<file path="src/rtl/keypad_emulator.sv">
// keypad_emulator: responder side of a 4x4 active-low matrix keypad.
// Watches the scanner's column strobes and pulls the matching row low while a
// commanded key is held. Press and release lengths are counted in scanner strobes,
// so the emulator follows whatever scan rate the reader uses.
//
// Optional build macro: KEYPAD_EMU_BOUNCE_EN
//   Defined   - the contact chatters (LFSR driven) for BOUNCE_CYCLES clocks after
//               entering HOLD and after entering RELEASE; strobe counting waits for
//               the chatter window to end.
//   Undefined - the contact follows the state cleanly; no LFSR or bounce timer exists.

module keypad_emulator #(
    parameter int unsigned HOLD_SCANS    = 4,
    parameter int unsigned RELEASE_SCANS = 2,
    parameter int unsigned BOUNCE_CYCLES = 16
) (
    input  logic       clk,
    input  logic       rst,
    input  logic [3:0] col,
    output logic [3:0] row,
    input  logic [3:0] key_code,
    input  logic       press_req,
    output logic       ready,
    output logic       busy,
    output logic       done
);

    // ------------------------------------------------------------------
    // Sizing
    // ------------------------------------------------------------------
    localparam int unsigned MaxScans = (HOLD_SCANS > RELEASE_SCANS) ? HOLD_SCANS : RELEASE_SCANS;
    localparam int unsigned CntW     = (MaxScans > 0) ? $clog2(MaxScans + 1) : 1;

    localparam logic [CntW-1:0] HoldTerm = CntW'(HOLD_SCANS);
    localparam logic [CntW-1:0] RelTerm  = CntW'(RELEASE_SCANS);

    // Zero-length press/release or an absurd bounce length has no meaningful
    // terminal count; such a configuration elaborates this empty marker block.
    if (HOLD_SCANS < 1 || RELEASE_SCANS < 1 || BOUNCE_CYCLES > 65535) begin : g_bad_params
    end

    typedef enum logic [1:0] {
        StIdle,
        StHold,
        StRelease,
        StDone
    } state_e;

    // ------------------------------------------------------------------
    // State
    // ------------------------------------------------------------------
    state_e          state_q, state_d;
    logic [CntW-1:0] cnt_q, cnt_d;
    logic [1:0]      row_sel_q, row_sel_d;
    logic [1:0]      col_sel_q, col_sel_d;
    logic [3:0]      col_prev_q, col_prev_d;

    logic [1:0]      dec_row;
    logic [1:0]      dec_col;
    logic            hold_edge;
    logic            rel_edge;
    logic            contact;
    logic            count_en;

    // Key code to (row, column) position on the pad.
    always_comb begin
        dec_row = 2'd0;
        dec_col = 2'd0;
        unique case (key_code)
            4'h1: begin dec_row = 2'd0; dec_col = 2'd0; end
            4'h2: begin dec_row = 2'd0; dec_col = 2'd1; end
            4'h3: begin dec_row = 2'd0; dec_col = 2'd2; end
            4'hA: begin dec_row = 2'd0; dec_col = 2'd3; end
            4'h4: begin dec_row = 2'd1; dec_col = 2'd0; end
            4'h5: begin dec_row = 2'd1; dec_col = 2'd1; end
            4'h6: begin dec_row = 2'd1; dec_col = 2'd2; end
            4'hB: begin dec_row = 2'd1; dec_col = 2'd3; end
            4'h7: begin dec_row = 2'd2; dec_col = 2'd0; end
            4'h8: begin dec_row = 2'd2; dec_col = 2'd1; end
            4'h9: begin dec_row = 2'd2; dec_col = 2'd2; end
            4'hC: begin dec_row = 2'd2; dec_col = 2'd3; end
            4'hE: begin dec_row = 2'd3; dec_col = 2'd0; end
            4'h0: begin dec_row = 2'd3; dec_col = 2'd1; end
            4'hF: begin dec_row = 2'd3; dec_col = 2'd2; end
            4'hD: begin dec_row = 2'd3; dec_col = 2'd3; end
            default: begin dec_row = 2'd0; dec_col = 2'd0; end
        endcase
    end

    // Strobe falling edges: the held key's column during HOLD, col[0] during RELEASE.
    always_comb begin
        col_prev_d = col;
        hold_edge  = col_prev_q[col_sel_q] & ~col[col_sel_q];
        rel_edge   = col_prev_q[0] & ~col[0];
    end

    // Press/hold/release sequencing; counter saturates at its terminal value.
    always_comb begin
        state_d   = state_q;
        cnt_d     = cnt_q;
        row_sel_d = row_sel_q;
        col_sel_d = col_sel_q;
        unique case (state_q)
            StIdle: begin
                if (press_req) begin
                    row_sel_d = dec_row;
                    col_sel_d = dec_col;
                    cnt_d     = '0;
                    state_d   = StHold;
                end
            end
            StHold: begin
                if (cnt_q == HoldTerm) begin
                    cnt_d   = '0;
                    state_d = StRelease;
                end else if (hold_edge && count_en) begin
                    cnt_d = cnt_q + CntW'(1);
                end
            end
            StRelease: begin
                if (cnt_q == RelTerm) begin
                    state_d = StDone;
                end else if (rel_edge && count_en) begin
                    cnt_d = cnt_q + CntW'(1);
                end
            end
            StDone: begin
                state_d = StIdle;
            end
            default: begin
                state_d = StIdle;
            end
        endcase
    end

    // FSM, counter, latched key position and column history.
    always_ff @(posedge clk or posedge rst) begin
        if (rst) begin
            state_q    <= StIdle;
            cnt_q      <= '0;
            row_sel_q  <= 2'd0;
            col_sel_q  <= 2'd0;
            col_prev_q <= 4'hF;
        end else begin
            state_q    <= state_d;
            cnt_q      <= cnt_d;
            row_sel_q  <= row_sel_d;
            col_sel_q  <= col_sel_d;
            col_prev_q <= col_prev_d;
        end
    end

`ifdef KEYPAD_EMU_BOUNCE_EN
    localparam int unsigned BncW = (BOUNCE_CYCLES > 0) ? $clog2(BOUNCE_CYCLES + 1) : 1;

    logic [7:0]      lfsr_q, lfsr_d;
    logic [BncW-1:0] bnc_q, bnc_d;
    logic            entering;

    // Free-running x^8+x^6+x^5+x^4+1 LFSR and the chatter-window timer.
    always_comb begin
        lfsr_d   = {lfsr_q[6:0], lfsr_q[7] ^ lfsr_q[5] ^ lfsr_q[4] ^ lfsr_q[3]};
        entering = (state_d != state_q) && ((state_d == StHold) || (state_d == StRelease));
        if (entering) begin
            bnc_d = BncW'(BOUNCE_CYCLES);
        end else if (bnc_q != '0) begin
            bnc_d = bnc_q - BncW'(1);
        end else begin
            bnc_d = bnc_q;
        end
    end

    // LFSR and bounce timer registers.
    always_ff @(posedge clk or posedge rst) begin
        if (rst) begin
            lfsr_q <= 8'hA5;
            bnc_q  <= '0;
        end else begin
            lfsr_q <= lfsr_d;
            bnc_q  <= bnc_d;
        end
    end

    // Contact chatters inside the window; strobes are ignored until it settles.
    always_comb begin
        contact  = (bnc_q != '0) ? lfsr_q[0] : (state_q == StHold);
        count_en = (bnc_q == '0);
    end
`else
    // Contact follows the state register directly.
    always_comb begin
        contact  = (state_q == StHold);
        count_en = 1'b1;
    end
`endif

    // Passive switch: row pulled low only while the key's column is strobed.
    always_comb begin
        row = 4'hF;
        if (contact && !col[col_sel_q]) begin
            row[row_sel_q] = 1'b0;
        end
    end

    // Handshake outputs decoded from the state.
    always_comb begin
        ready = (state_q == StIdle);
        busy  = (state_q == StHold) || (state_q == StRelease);
        done  = (state_q == StDone);
    end

endmodule

</file>
<file path="config.mk">
export PLATFORM = sky130hd
export DESIGN_NAME = keypad_emulator
export DESIGN_NICKNAME = d
export VERILOG_FILES = /design/src/rtl/keypad_emulator.sv
export SDC_FILE = /design/constraint.sdc
export NUM_CORES = 1
export LEC_CHECK = 0
export CELL_PAD_IN_SITES_DETAIL_PLACEMENT = 0
export CELL_PAD_IN_SITES_GLOBAL_PLACEMENT = 2
export CORE_AREA = 3 3 55 57
export CTS_CLUSTER_DIAMETER = 120
export DETAILED_ROUTE_END_ITERATION = 7
export DIE_AREA = 0 0 58 60
export GPL_TIMING_DRIVEN = 0
export PLACE_DENSITY_LB_ADDON = 0.1
export SYNTH_ARGS = -nofsm -noshare
export SYNTH_HDL_FRONTEND = slang
export SYNTH_SLANG_ARGS = --single-unit
</file>
<file path="constraint.sdc">
create_clock -name clk -period 4.05 [get_ports clk]
set_clock_uncertainty 0.05 [all_clocks]
set_input_delay 0.81 -clock clk [delete_from_list [all_inputs] [get_ports clk]]
set_output_delay 0.81 -clock clk [all_outputs]
set_load 0.1 [all_outputs]
</file>
=== Word-level counts from Yosys, hierarchy flattened ===
Memories as Yosys holds them, arrays and structs flattened. A register that Yosys moved wholly into a read port is not among the register bits.
Index checks and enable logic that the tools add are counted.

* Register bits: 9
* Bits in read-only memories: 64
* Input port bits: 11
* Output and inout bits: 7
* Word-level logic and storage cells: 50
* Memories: 1

{| class="wikitable"
|+ Memory list
! name !! depth !! width !! rd ports !! clocked after Yosys merged registers in !! wr ports !! RTL line !! RTL
|-
| (name not given) || 16 || 4 || 1 || 1 || 0 || 69 || <nowiki>unique case (key_code)</nowiki>
|}

* Add/subtract/negate cells: 1
* $lt $le $gt $ge: 3
* Eq/ne operators: 11
* Muxes and demuxes: 17
* Bitwise logic cells: 5
* Reduce and logical (&&, ||, !) cells: 9

{| class="wikitable"
|+ Operators by type and width
! kind !! count
|-
| $mux 3 || 5
|-
| $pmux 3 s3 || 1
|-
| $ne 2x2->1 const B || 4
|-
| $pmux 2 s4 || 1
|-
| $lt 2x3->1 const B || 2
|-
| $mux 2 || 3
|-
| $reduce_and 5->1 || 1
|-
| $bmux 1 s2 || 2
|-
| $eq 2x2->1 const B || 2
|-
| $mux 4 || 1
|-
| $not 4->4 || 1
|-
| $add 3x1->3 const B || 1
|-
| $eq 3x2->1 const B || 1
|-
| $eq 3x3->1 const B || 1
|-
| $mux 1 || 3
|-
| $ne 3x2->1 const B || 1
|-
| $reduce_and 3->1 || 1
|-
| $reduce_bool 3->1 || 1
|-
| $and 1x1->1 || 2
|-
| $demux 1 s2 || 1
|-
| $eq 2x1->1 const B || 1
|-
| $ge 2x1->1 const B || 1
|-
| $logic_and 1x1->1 || 2
|-
| $logic_not 2->1 || 1
|-
| 5 further kinds || 6
|}

=== Logic depth before layout (Yosys ltp) ===
* Depth after elaboration: 7
* Depth in mapped cells: 7
* Mapped depth without buffers: 7

=== Worst setup path after synthesis ===
Ideal clock, no wire load.

* Path kind: in2out
* Start: input col[3]
* End: output row[3]
* Arrival time: 2.230 ns
* Required time: 3.190 ns
* Setup slack: 0.960 ns
* Stages: 4
* Path through: mux4_2 -> nand2b_1 -> inv_1 -> nand3_1

* Longest elaborated chain between the ends: 5

{| class="wikitable"
|+ Ends and longest elaborated chain
! what !! RTL line !! RTL
|-
| from (decl) || 19 || <nowiki>input logic [3:0] col,</nowiki>
|-
| $bmux 1 s2 || 200 || <nowiki>if (contact && !col[col_sel_q]) begin</nowiki>
|-
| $mux 1 (not written as such) || 200 ||
|-
| $logic_not 1->1 || 200 ||
|-
| $logic_and 1x1->1 || 200 ||
|-
| $mux 4 || 200 ||
|-
| to (decl) || 20 || <nowiki>output logic [3:0] row,</nowiki>
|}

Every way passes these cells. The select of a mux whose other input is x is not followed.

=== Final worst setup path ===
* Start: input col[2]
* End: output row[2]

Same word-level chain as after synthesis.

==> flow_summary.json <==
{
  "synth.top_cell.area_share": 0.276,
  "nNetsFinal": 125,
  "setup_tns_ps": 0,
  "insertion_delay_ps": 270,
  "crit_path_top_delay_cell": "clkdlybuf4s50_1",
  "fp.coreArea_mm2": 0.00252,
  "crit_type": "primary input to primary output",
  "postCtsSetupBuffers": 0,
  "final_hold_viol_count": 0,
  "worstReg2RegEnd": "cnt_q[2]",
  "critical_path.max_fanout": 4,
  "synth_largest_area_cell": "dfrtp_1",
  "place_ws_ps": -44.6,
  "status": "complete, no violations",
  "yosysMostFrequentCell": "nand2_1",
  "antenna_found_initial": 0,
  "critPathRequiredTime_ps": 3190,
  "slew_headroom": 0.353,
  "die-area_mm2": 0.00348,
  "vias": 645,
  "ir_drop_mv": 0.520,
  "holdPathEnd": "cnt_q[2]",
  "synth_cell_types": 28,
  "dp_hpwl_um": 1270,
  "area_delta_synth_final_pct": 27.7,
  "num_rows": 18,
  "cts.clk_slew.worst_paths_ps": 80,
  "cts_buffer_depth": 2,
  "gr-usage-all-layers": 0.100,
  "critPathBufInv": 2,
  "drt_wl_total_um": 1610,
  "boundaryPins": 18,
  "hold_class": "register to register",
  "ys_seq_area_frac": 0.406,
  "synthCells": 86,
  "fmax_mhz": 256,
  "path_common_cell": "clkdlybuf4s50_1",
  "synthFlopType": "dfrtp_1",
  "portBuffers": 16,
  "firstDrtPassIters": 4,
  "die_w_um": 58,
  "yosys-top-cells-count": "10 x nand2_1, 9 x dfrtp_1, 9 x inv_1",
  "layout_min_cycle_time_ps": 3910,
  "drv_cap": 0,
  "finalCritPeriodShare": 0.965,
  "worstSetupStartpointType": "primary input",
  "cp_cell_sequence": "clkdlybuf4s50_1 -> mux4_2 -> nand2b_1 -> nor2_1 -> nand2_1 -> clkdlybuf4s50_1",
  "syn_avg_cell_area_um2": 9.47,
  "overflow": 0,
  "dieHeight_um": 60,
  "setup_ws_ps": 143,
  "gp_congestion": 0.682,
  "cts_tree": "built",
  "setup_viol": 0,
  "synth-seq-cells": 13,
  "drive_above_1_share": 0.0849,
  "crit_arrival_ps": 3050,
  "htreeDepth": 1,
  "grt_max_degree": 14,
  "total_power_mw": 0.795,
  "cts.sinks": 13,
  "p_leak_nw": 0.458,
  "drc_errors": 0,
  "vias_per_cell": 4.74,
  "synth_nets": 104,
  "ff2ff_setup_slack_ps": 2050,
  "worstMarginPinSlew_ps": 969,
  "antenna_cells": 0,
  "ys_async_sr_fraction": 1.00,
  "powerDensity_mw_per_mm2": 765,
  "rsz0062_at_grt": "no",
  "max_stage_delay_ps": 960,
  "yosysWarnings": 0,
  "rr_startpoint": "col_sel_q[0]",
  "drt_iter0_drc": 17,
  "synth_edf_count": 0,
  "antenna_left": 0,
  "synthesis.area_um2": 815,
  "end_kind": "primary output",
  "grt_pass1_vias": 600,
  "grt_pass1_wl_um": 2660,
  "critical_path.top_delay_family": "buffers and inverters",
  "worstRegToRegCells": 4,
  "worst_hold_slack_ps": 488,
  "drv_slew": 0,
  "start_util": 0.323,
  "routedWlPerCell_um": 11.8,
  "synth_area_leaders": "dfrtp_1 28%, dfstp_2 13%, ha_1 11%",
  "cts_buffers": 3,
  "clockRootBuffer": "clkbuf_4",
  "holdPathStages": 1,
  "min_from": "cnt_q[2]"
}
==> layout by cell type (no fill, tap or decap), drive strengths merged, types with 2 or more instances in the layout <==
master,n
nor2,7
dfstp,4
clkdlybuf4s50,14
ha,7
dfrtp,9
mux4,2
o21ai,8
a21o,2
nand2,10
a21boi,2
a21oi,4
nand2b,7
clkbuf,5
o31ai,2
inv,9
==> worst max-delay path by stage <==
stage | from | to | cells past startpoint
final | col[2] | row[2] | 6
after global routing | col[0] | row[2] | 6
after CTS | col[0] | row[2] | 6
after detailed placement | col[2] | row[0] | 5
after global placement | col[0] | row[0] | 5
after floorplan | col[3] | row[3] | 4
==> cells by family (layout without fill, tap and decap cells) <==
group                    Yosys count  in the layout  share of synthesized area
AO/OA/AOI/OAI                     24             24                      0.204
buffers and inverters             10             30                     0.0461
flip-flops                        13             13                      0.406
adder cells (fa/ha/maj)            7              7                      0.108
AND/OR/NAND/NOR                   30             30                      0.177
multiplexers                       2              2                     0.0599
==> registers in the layout (all words and copies together), names as in the netlist <==
signal	count
col_prev_q	4
cnt_q	3
state_q	2
row_sel_q	2
col_sel_q	2
==> worst reg2reg max path, stage by stage, from the launching register on <==
cell	delay (ps)
dfrtp_1	420
mux4_2	520
nand2b_1	160
a221o_1	440
o41ai_2	320
==> what timing repair did <==
| item | in CTS | in global routing |
|---|---|---|
| endpoints found under the hold margin | 0 | 0 |
| endpoints found under the setup margin | 1 | 1 |
| hold buffers | 0 | 0 |
| gates resized for setup | 1 | 1 |
| cloned | 0 | 0 |
==> final cells by class <==
class / count / area [µm²]
clock buffers: 4 / 26.3
multi-input cells: 63 / 447
flip-flops and latches: 13 / 330
fillers: 270 / 1480
repair buffers: 16 / 161
plain buffers: 1 / 3.75
inverters: 9 / 33.8
well taps: 30 / 37.5
==> report_power, final <==
part / internal [mW] / switching [mW] / total, mW / leakage (nW)
combinational: 0.155 / 0.348 / 0.503 / 0.286
clock: 0.0381 / 0.0419 / 0.0800 / 0.0150
sequential: 0.172 / 0.0400 / 0.212 / 0.157
==> metrics by stage <==
step                      std cells  utilization  cell area, µm²
after floorplan                  86            -             815
after global placement          132        0.401            1010
after detailed placement        132        0.401            1010
after CTS                       136        0.411            1040
after global routing            136        0.412            1040
final                           136        0.412            1040
==> metal layers <==
layer	vias to the layer above	GRT usage	routed length (µm)
met5	-	0	0
met4	0	0.0397	14
met3	2	0.0281	93
met2	13	0.144	659
met1	290	0.142	839
li1	340	-	-
(Power assumes the default switching activity.)
